<file path="config.mk">
export PLATFORM = sky130hd
export DESIGN_NAME = ysyx_pipe_buf
export DESIGN_NICKNAME = d
export VERILOG_FILES = /design/src/rtl/ysyx_pipe_buf.sv
export SDC_FILE = /design/constraint.sdc
export NUM_CORES = 1
export LEC_CHECK = 0
export CAP_MARGIN = 20
export CORE_ASPECT_RATIO = 0.75
export CORE_MARGIN = 1.5
export CORE_UTILIZATION = 46
export CTS_CLUSTER_SIZE = 24
export DETAILED_ROUTE_END_ITERATION = 8
export MAX_ROUTING_LAYER = met4
export PLACE_DENSITY_LB_ADDON = 0.08
export SLEW_MARGIN = 20
export SYNTH_ARGS = -nofsm -noshare
export SYNTH_HDL_FRONTEND = slang
export SYNTH_SLANG_ARGS = --single-unit
</file>
<file path="constraint.sdc">
create_clock -name clock -period 2.58 [get_ports clock]
set_clock_uncertainty 0.2 [all_clocks]
set_input_delay 0.516 -clock clock [delete_from_list [all_inputs] [get_ports clock]]
set_output_delay 0.516 -clock clock [all_outputs]
set_load 0.01 [all_outputs]
</file>
<file path="src/rtl/ysyx_pipe_buf.sv">
// Elastic valid/ready pipeline buffer: circular FIFO of DEPTH x WIDTH entries with flush.
// Define YSYX_PIPE_BUF_BYPASS_EN to let an empty buffer forward in_data combinationally.
module ysyx_pipe_buf #(
    parameter int unsigned WIDTH = 32,
    parameter int unsigned DEPTH = 2
) (
    input  logic                         clock,
    input  logic                         reset_n,
    input  logic                         flush,
    input  logic                         in_valid,
    output logic                         in_ready,
    input  logic [WIDTH-1:0]             in_data,
    output logic                         out_valid,
    input  logic                         out_ready,
    output logic [WIDTH-1:0]             out_data,
    output logic [$clog2(DEPTH+1)-1:0]   count,
    output logic                         full,
    output logic                         empty
);

    localparam int unsigned AW   = (DEPTH > 1) ? $clog2(DEPTH) : 1;
    localparam int unsigned CW   = $clog2(DEPTH + 1);
    // DEPTH=1 still needs a 1-bit pointer; the pointer is pinned at 0 so entry 1 is never used.
    localparam int unsigned NENT = 1 << AW;

    logic [WIDTH-1:0] mem [NENT];
    logic [AW-1:0]    rp_q, rp_d;
    logic [AW-1:0]    wp_q, wp_d;
    logic [CW-1:0]    cnt_q, cnt_d;

    logic bypass;
    logic pass;
    logic push;
    logic pop;
    logic wr_en;
    logic rd_en;

    function automatic logic [AW-1:0] ptr_inc(input logic [AW-1:0] p);
        if (DEPTH == 1) begin
            return '0;
        end
        return p + AW'(1);
    endfunction

`ifdef YSYX_PIPE_BUF_BYPASS_EN
    assign bypass = reset_n && empty && in_valid && !flush;
`else
    assign bypass = 1'b0;
`endif

    always_comb begin
        full      = (cnt_q == CW'(DEPTH));
        empty     = (cnt_q == '0);
        count     = cnt_q;
        in_ready  = reset_n && !flush && !full;
        out_valid = (!flush && !empty) || bypass;
        out_data  = bypass ? in_data : mem[rp_q];
        push      = in_valid && in_ready;
        pop       = out_valid && out_ready;
        // A bypassed payload consumed in the same cycle never touches storage.
        pass      = bypass && out_ready;
        wr_en     = push && !pass;
        rd_en     = pop && !pass;
    end

    always_comb begin
        rp_d  = rp_q;
        wp_d  = wp_q;
        cnt_d = cnt_q;
        if (flush) begin
            rp_d  = '0;
            wp_d  = '0;
            cnt_d = '0;
        end else begin
            if (wr_en) begin
                wp_d = ptr_inc(wp_q);
            end
            if (rd_en) begin
                rp_d = ptr_inc(rp_q);
            end
            if (wr_en && !rd_en) begin
                cnt_d = cnt_q + CW'(1);
            end else if (rd_en && !wr_en) begin
                cnt_d = cnt_q - CW'(1);
            end
        end
    end

    always_ff @(posedge clock or negedge reset_n) begin
        if (!reset_n) begin
            rp_q  <= '0;
            wp_q  <= '0;
            cnt_q <= '0;
        end else begin
            rp_q  <= rp_d;
            wp_q  <= wp_d;
            cnt_q <= cnt_d;
        end
    end

    // Payload storage carries no reset; a flush only rewinds the pointers.
    always_ff @(posedge clock) begin
        if (wr_en && !flush) begin
            mem[wp_q] <= in_data;
        end
    end

endmodule
</file>
; ---- Word-level counts from Yosys, hierarchy flattened
; Memory sizes are Yosys's and may differ from the RTL's.
; Cells that the tools add are included.
[word_totals]
ram_bits = 64
word_cells = 35
reg_bits = 4
memories = 1
in_bits = 37
output_inout_bits = 38
[op_classes]
muxes = 9
eq_ne = 1
reduce_logical = 17
addsub = 4
[memory_table]
columns = memory, words, width, rd, rd_clocked_by_memory_dff, write_ports, line
row1 = mem, 2, 32, 1, 0, 1, 26  ; logic [WIDTH-1:0] mem [NENT];
[ops]
columns = operator, count
row1 = 1-bit logical AND, 8
row2 = 1-bit 2-to-1 mux, 6
row3 = 2-bit 2-to-1 mux, 3
row4 = 1-bit zero test, 5
row5 = 2-bit nonzero test, 2
row6 = 3-bit nonzero test, 1
row7 = "1-bit adder, second input constant", 2
row8 = "2-bit by 1-bit adder with 2-bit output, second input constant", 1
row9 = "2-bit == test, second input constant", 1
row10 = 2-bit zero test, 1
row11 = "2-bit by 1-bit subtractor with 2-bit output, second input constant", 1

; ---- Logic depth before layout (Yosys ltp)
; Gate-level depths: netlist of run 1.
[logic_depth]
word_depth = 9
mapped_depth = 4
mapped_depth_nobuf = 3

; ---- Worst setup path after synthesis of run 1
; Ideal clock, no wire load.
[synth_timing]
path_type = register -> register
startpoint = reg cnt_q[1], in the netlist count[1]
endpoint = mem mem[0][0], enable pin
path_slack_ns = 0.165
setup_time_ns = 0.392
stages_incl_launch_ff = 4
arrival_time_ns = 1.823
required_time_ns = 1.988
path_buffers = 0
cell_sequence = dfrtp_1 nor2b_2 nor3b_2 and3b_1
[synth_via]
elab_chain_len = 7
[synth_lines]
columns = item, line
row1 = from (decl), 29  ; logic [CW-1:0] cnt_q, cnt_d;
row2 = from (signal assigned), 97  ; cnt_q <= cnt_d;
row3 = 2-bit == test, 52  ; full = (cnt_q == CW'(DEPTH));
row4 = via full, 17  ; output logic full,
row5 = 1-bit zero test, 55  ; in_ready = reset_n && !flush && !full;
row6 = 1-bit logical AND, 55
row7 = via in_ready, 11  ; output logic in_ready,
row8 = 1-bit logical AND, 58  ; push = in_valid && in_ready;
row9 = 1-bit logical AND, 103  ; if (wr_en && !flush) begin
row10 = 1-bit 2-to-1 mux, 103
row11 = 1-bit 2-to-1 mux (not written as such), 104  ; mem[wp_q] <= in_data;
row12 = to (decl), 26
; The timed path passes the listed nets, and every way through them passes these cells.

; ---- Worst setup path in the final report of run 1
[layout_timing]
startpoint = reg rp_q
endpoint = out out_data[21]
[layout_via]
elab_chain_len = 1
[layout_lines]
columns = item, line
row1 = from (decl), 27  ; logic [AW-1:0] rp_q, rp_d;
row2 = from (signal assigned), 95  ; rp_q <= rp_d;
row3 = memory read 2 x 32 bit, --
row4 = to (decl), 15  ; output logic [WIDTH-1:0] out_data,
; Every way passes these cells.

==> qor.txt, run 1 <==
Nets: 249
Via density per instance: 5.017
Starting DRT DRC Count: 148
Worst skew pair latency: 0.33 ns
Req. time, crit path: 1.86 ns
Max-slew headroom: 0.8094
Slew @ Worst Pin: 0.2828 ns
FF+latch area: 0.002023 mm2
Setup crit end kind: primary output
Congestion Overflow GR: 0
Ant diodes: 0
Commonest cells after routing, fill and taps aside: clkdlybuf4s50_1, edfxtp_1, mux2_2
Power Total: 2.153 mW
Dpl cell area: 0.003431 mm2
First-pass GRT wire length: 6906 um
RePlAce Congestion: 0.6233
Core Box Area: 0.005324 mm2
Number of clock sinks: 68
Num CTS Buffers: 9
Row count: 23
Leading area contributor after synthesis: edfxtp_1
Pwr Density: 597.8 mW/mm2
Port Buffers: 74
Synthesized area per cell: 20.33 um2
RSZ-0062 raised after global routing: no
Main area contributors after synthesis: edfxtp_1, mux2_2, dfrtp_1, mux2_1, buf_2
Initial antenna violation count: 0
Final period utilization: 0.9733
Critical-path cell with the highest stage delay: clkdlybuf4s50_1
Critical path launch point type: flip-flop
Final Cell Area: 0.003602 mm2
Post-CTS Resized: 0
1st-pass router iterations: 4
Fillers: 367
Root buf cell: clkbuf_8
Yosys warnings: 0
Commonest non-fill, non-tap cell in the layout: clkdlybuf4s50_1
TritonCTS clock tree: built
Final hold vios: 0
Die height: 67.37 um
DR DRC count: 0
GRT Overall Usage: 0.1697
Setup Buffers After CTS: 0
Final ANT Viol Nets: 0
Fraction of final layout cells sized beyond drive strength 1: 0.2233
Detailed-route wire length per cell: 16.11 um
Via count: 1455
Multi-input gate area: 499.2 um2
Max Cap Viol: 0
Worst EP arrival: 1.80 ns
Final WL: 4673 um
Kind of critical path: reg -> out
Sequential fraction of the synthesis area: 0.7957
Mapped Area: 0.002541 mm2
Maximum vdd drop: 408.6 uV
Hold Crit Class: in -> async
Vias in the first global route: 1466
Pin count of the biggest net entering global routing: 34
Die width: 88.83 um
Max FO, Critical Path: 16
Area growth from synthesis to layout: 41.75%
Leakage: 1.214 nW
Area share of the largest cell type after synthesis: 0.7563
Post-Synthesis Cells: 125
Clk slew on worst S/H paths: 0.07 ns
Fin crit period: 2.511 ns
Library cells used by synthesis: 22
Starting Density: 0.4773
Setup-failing EPs final: 0
Hold Buf Count CTS: 0
Final Max Slew Viols: 0
Max stage delay on crit path: 0.50 ns
Dpl hpwl: 2932 um
Status: finished clean
Syn Nets: 162
Fmax: 398.2 MHz
I/O pins: 75
DIE AREA: 0.005984 mm2
Ordered cell list for the critical path: clkbuf_16 -> mux2_1 -> clkdlybuf4s50_1
H-tree depth: 3
Fin util: 0.6766
Setup TNS: 0 ns
Flops & latches, synth: 68
Max clock buf depth: 2
==> report_power, final <==
group	switching [mW]	internal (mW)	leakage, nW
Combinational	0.0899	0.152	0.503
Clock	0.345	0.324	0.0772
Sequential	0.00911	1.23	0.634
Total	0.444	1.71	1.21
==> logic make-up after synthesis <==
kind of cell	count (synthesis)	synth area share
AOI/OAI and AO/OA	8	0.01970
DFF	68	0.7957
xor gates and xnor gates	1	0.003447
and+or+nand+nor	12	0.03151
buffers and inverters	4	0.007878
muxes	32	0.1418
==> area by class of cell <==
type,instances,share of cell area
multi-input cells,53,0.1386
clock inverters,5,0.005905
flip-flops and latches,68,0.5617
clock buffers,9,0.03439
well taps,75,0.02605
repair buffers,80,0.2334
==> Yosys cell counts <==
cell,count
nand3b_1,1
a31oi_1,1
o21ai_0,2
dfrtp_1,4
buf_2,4
xor2_1,1
mux2_1,4
a32oi_1,1
or3_1,1
and4b_1,1
o21bai_1,1
nand2_1,1
nor2b_2,1
and3b_1,1
nor2_1,3
edfxtp_1,64
o211ai_1,1
nor3b_2,1
nand3_1,1
and3_1,1
a21oi_1,2
mux2_2,28
==> worst max-delay path: cells and delay by family (launching register included) <==
kind / cells / cell delay (ns)
buf+inv: 2 / 0.70
flops: 1 / 0.44
mux: 1 / 0.31
==> per-stage QoR <==
| stage | std cells | hold slack (ns) | setup WS, ns |
|---|---|---|---|
| floorplan | 125 | 0.02041 | 0.1649 |
| global placement | 275 | 0.3504 | 0.1176 |
| detailed placement | 275 | 0.3760 | 0.09531 |
| CTS | 289 | 0.2540 | 0.04586 |
| global route | 290 | 0.2719 | 0.01082 |
| finish | 290 | 0.2704 | 0.06884 |
==> sequential cells by signal (all words and copies together) (netlist names) <==
name	flops
count	2
mem	64
rp_q	1
wp_q	1
==> per-layer routing <==
layer	vias to the layer above	global-route usage	routed length, um
met1	719	0.1679	1873
met3	9	0.07946	322
li1	668	-	-
met5	-	-	0
met2	59	0.2860	2401
met4	0	0.07813	76
==> final timing paths <==
| check | slack, ns | startpoint | endpoint | depth (start not counted) |
|---|---|---|---|---|
| setup / recovery | 0.07 | rp_q | out_data[21] | 3 |
| setup reg to reg | 0.72 | count[1] | mem[1][20] | 4 |
| hold reg to reg | 0.39 | wp_q | wp_q | 2 |
| min in group clock | 0.39 | wp_q | wp_q | 2 |
| max in group asynchronous | 1.78 | reset_n | rp_q | 2 |
| hold / removal | 0.27 | reset_n | count[1] | 2 |
Note: power is estimated with default switching activity, not from simulation.
==> run 2, diff against run 1 <==
--- a/config.mk
+++ b/config.mk
@@ -5,7 +5,6 @@
 export SDC_FILE = /design/constraint.sdc
 export NUM_CORES = 1
 export LEC_CHECK = 0
-export CAP_MARGIN = 20
 export CORE_ASPECT_RATIO = 0.75
 export CORE_MARGIN = 1.5
 export CORE_UTILIZATION = 46
==> results of run 2 <==
No change in the layout: final DEF, timing and power equal those of run 1.
==> run 3, diff against run 2 <==
--- a/config.mk
+++ b/config.mk
@@ -10,8 +10,10 @@
 export CORE_UTILIZATION = 46
 export CTS_CLUSTER_SIZE = 24
 export DETAILED_ROUTE_END_ITERATION = 8
+export GPL_ROUTABILITY_DRIVEN = 0
 export MAX_ROUTING_LAYER = met4
 export PLACE_DENSITY_LB_ADDON = 0.08
+export RECOVER_POWER = 100
 export SLEW_MARGIN = 20
 export SYNTH_ARGS = -nofsm -noshare
 export SYNTH_HDL_FRONTEND = slang
==> run 3 against run 2 <==
  * Global-route usage is the same
  * Worst setup slack is essentially flat
  * Combinational power shrank 7%
  * Clock power is essentially flat
  * Final cell count is the same
  * Critical path depth is the same
  * Register-to-register slack lost 0.44 ns
  * Worst hold slack gained 0.081 ns
  * First-iteration DRC count shrank 4.7%
  * Maximum frequency is essentially flat
  * Count of clock-buffer cells in the layout is the same
==> qor.txt, run 3 (same netlist as run 1, synthesis figures left out) <==
Congestion Overflow GR: 0
Final Cell Area: 0.003568 mm2
Critical path launch point type: flip-flop
Final hold vios: 0
Crit path max-delay family: buffers and inverters
TritonCTS clock tree: built
Via density per instance: 5.010
Dpl hpwl: 2932 um
Via count: 1453
Fraction of final layout cells sized beyond drive strength 1: 0.2186
Initial antenna violation count: 0
Net Switching: 442.6 uW
Power Total: 2.138 mW
Max-slew headroom: 0.4171
Setup TNS: 0 ns
Row count: 23
DIE AREA: 0.005984 mm2
Ant diodes: 0
DR DRC count: 0
Pwr Density: 599.1 mW/mm2
Worst skew pair latency: 0.33 ns
Max Cap Viol: 0
H-tree depth: 3
Final Max Slew Viols: 0
Dpl cell area: 0.003431 mm2
Reg-to-Reg End: mem[1][20]
Timing startpoint of the critical path: rp_q
Number of clock sinks: 68
Area growth from synthesis to layout: 40.42%
Req. time, crit path: 1.86 ns
Fin crit period: 2.511 ns
Max stage delay on crit path: 0.50 ns
Num CTS Buffers: 9
Worst setup path endpoint: out_data[21]
Seq pwr share: 0.582
Pint: 1.695 mW
Setup-failing EPs final: 0
Logic pwr share: 0.106
Worst R2R Start: count[1]
Die width: 88.83 um
Core Box Area: 0.005324 mm2
Die height: 67.37 um
Hold Crit Class: in -> async
I/O pins: 75
Clock power frac: 0.313
Max clock buf depth: 2
Top reg by flops: mem
Vias in the first global route: 1466
Root buf cell: clkbuf_8
Critical Path Stages: 3
Status: finished clean
Pin count of the biggest net entering global routing: 34
Critical-path cell with the highest stage delay: clkdlybuf4s50_1
Reg2Reg Setup Slack: 0.28 ns
Starting DRT DRC Count: 141
Leakage: 1.222 nW
1st-pass router iterations: 4
Clk slew on worst S/H paths: 0.07 ns
Worst reg-to-reg path cell count: 4
Commonest non-fill, non-tap cell in the layout: edfxtp_1
Finished Layout Cells: 290
Port Buffers: 74
Slew @ Worst Pin: 0.8743 ns
Detailed-route wire length per cell: 16.06 um
RSZ-0062 raised after global routing: no
Maximum vdd drop: 408.5 uV
Ordered cell list for the critical path: clkbuf_16 -> mux2_1 -> clkdlybuf4s50_1
Pre-CTS setup slack: 0.09531 ns
Final ANT Viol Nets: 0
Dpl cells: 275
Fmax: 398.3 MHz
GRT Overall Usage: 0.1697
Final worst slack: 0.06921 ns
Fin util: 0.6703
Max FO, Critical Path: 16
Setup crit end kind: primary output
Kind of critical path: reg -> out
Starting Density: 0.4773
Max reg flops: 64
Worst EP arrival: 1.79 ns
Final WL: 4656 um
Sw Ratio: 0.2070
Final period utilization: 0.9732
Nets: 249
Commonest cells after routing, fill and taps aside: edfxtp_1, dlygate4sd3_1, clkdlybuf4s50_1
First-pass GRT wire length: 6906 um
Buf/Inv on CP: 2
Worst Hold Slack: 0.3510 ns
## run 3: cell count changes in the layout (fill, tap and decap cells not counted)
cell	before	now
buf_4	2	1
clkdlybuf4s50_1	74	36
clkbuf_1	0	1
clkbuf_2	0	2
dlygate4sd3_1	0	38
buf_12	3	1
## run 3: worst register-to-register path: stages, from the launching register on
cell and delay [ns]:
dfrtp_1 0.43, nor2b_2 0.22, nor3b_2 0.21, and3_1 0.18
clkbuf_2 0.67
## run 3: worst min path at each step
stage	startpoint	to	slack [ns]	depth (start not counted)
final	reset_n	count[1]	0.35	2
after global routing	reset_n	count[1]	0.37	2
after floorplan	reset_n	count[0]	0.02	0
after CTS	reset_n	count[0]	0.25	2
after global placement	wp_q	wp_q	0.35	2
after detailed placement	wp_q	wp_q	0.38	2
## run 3: what timing repair did
action / CTS / global route
buffers inserted: 0 / 0
hold buffers: 0 / 0
setup endpoints to repair: 0 / 3
endpoints found under the hold margin: 0 / 0
gates resized for setup: 0 / 1
## run 3: layout make-up
class	instances	area [um2]
clock buffers	9	123.9
flip-flops and latches	68	2023
fillers	373	1755
repair buffers	80	807.0
well taps	75	93.84
multi-input cells	53	499.2
clock inverters	5	21.27
## run 3: per-layer routing
layer / global-route usage / part of all wire
met1: 0.1679 / 0.39
met2: 0.2860 / 0.52
met3: 0.07946 / 0.069
met4: 0.07813 / 0.016
met5: - / 0
## run 3: power by group through the flow
stage | combinational (mW) | sequential [mW] | clock, mW
floorplan | 0.0857 | 1.26 | 0
global placement | 0.230 | 1.26 | 0
detailed placement | 0.237 | 1.27 | 0
CTS | 0.238 | 1.24 | 0.690
global route | 0.243 | 1.25 | 0.738
finish | 0.226 | 1.24 | 0.668
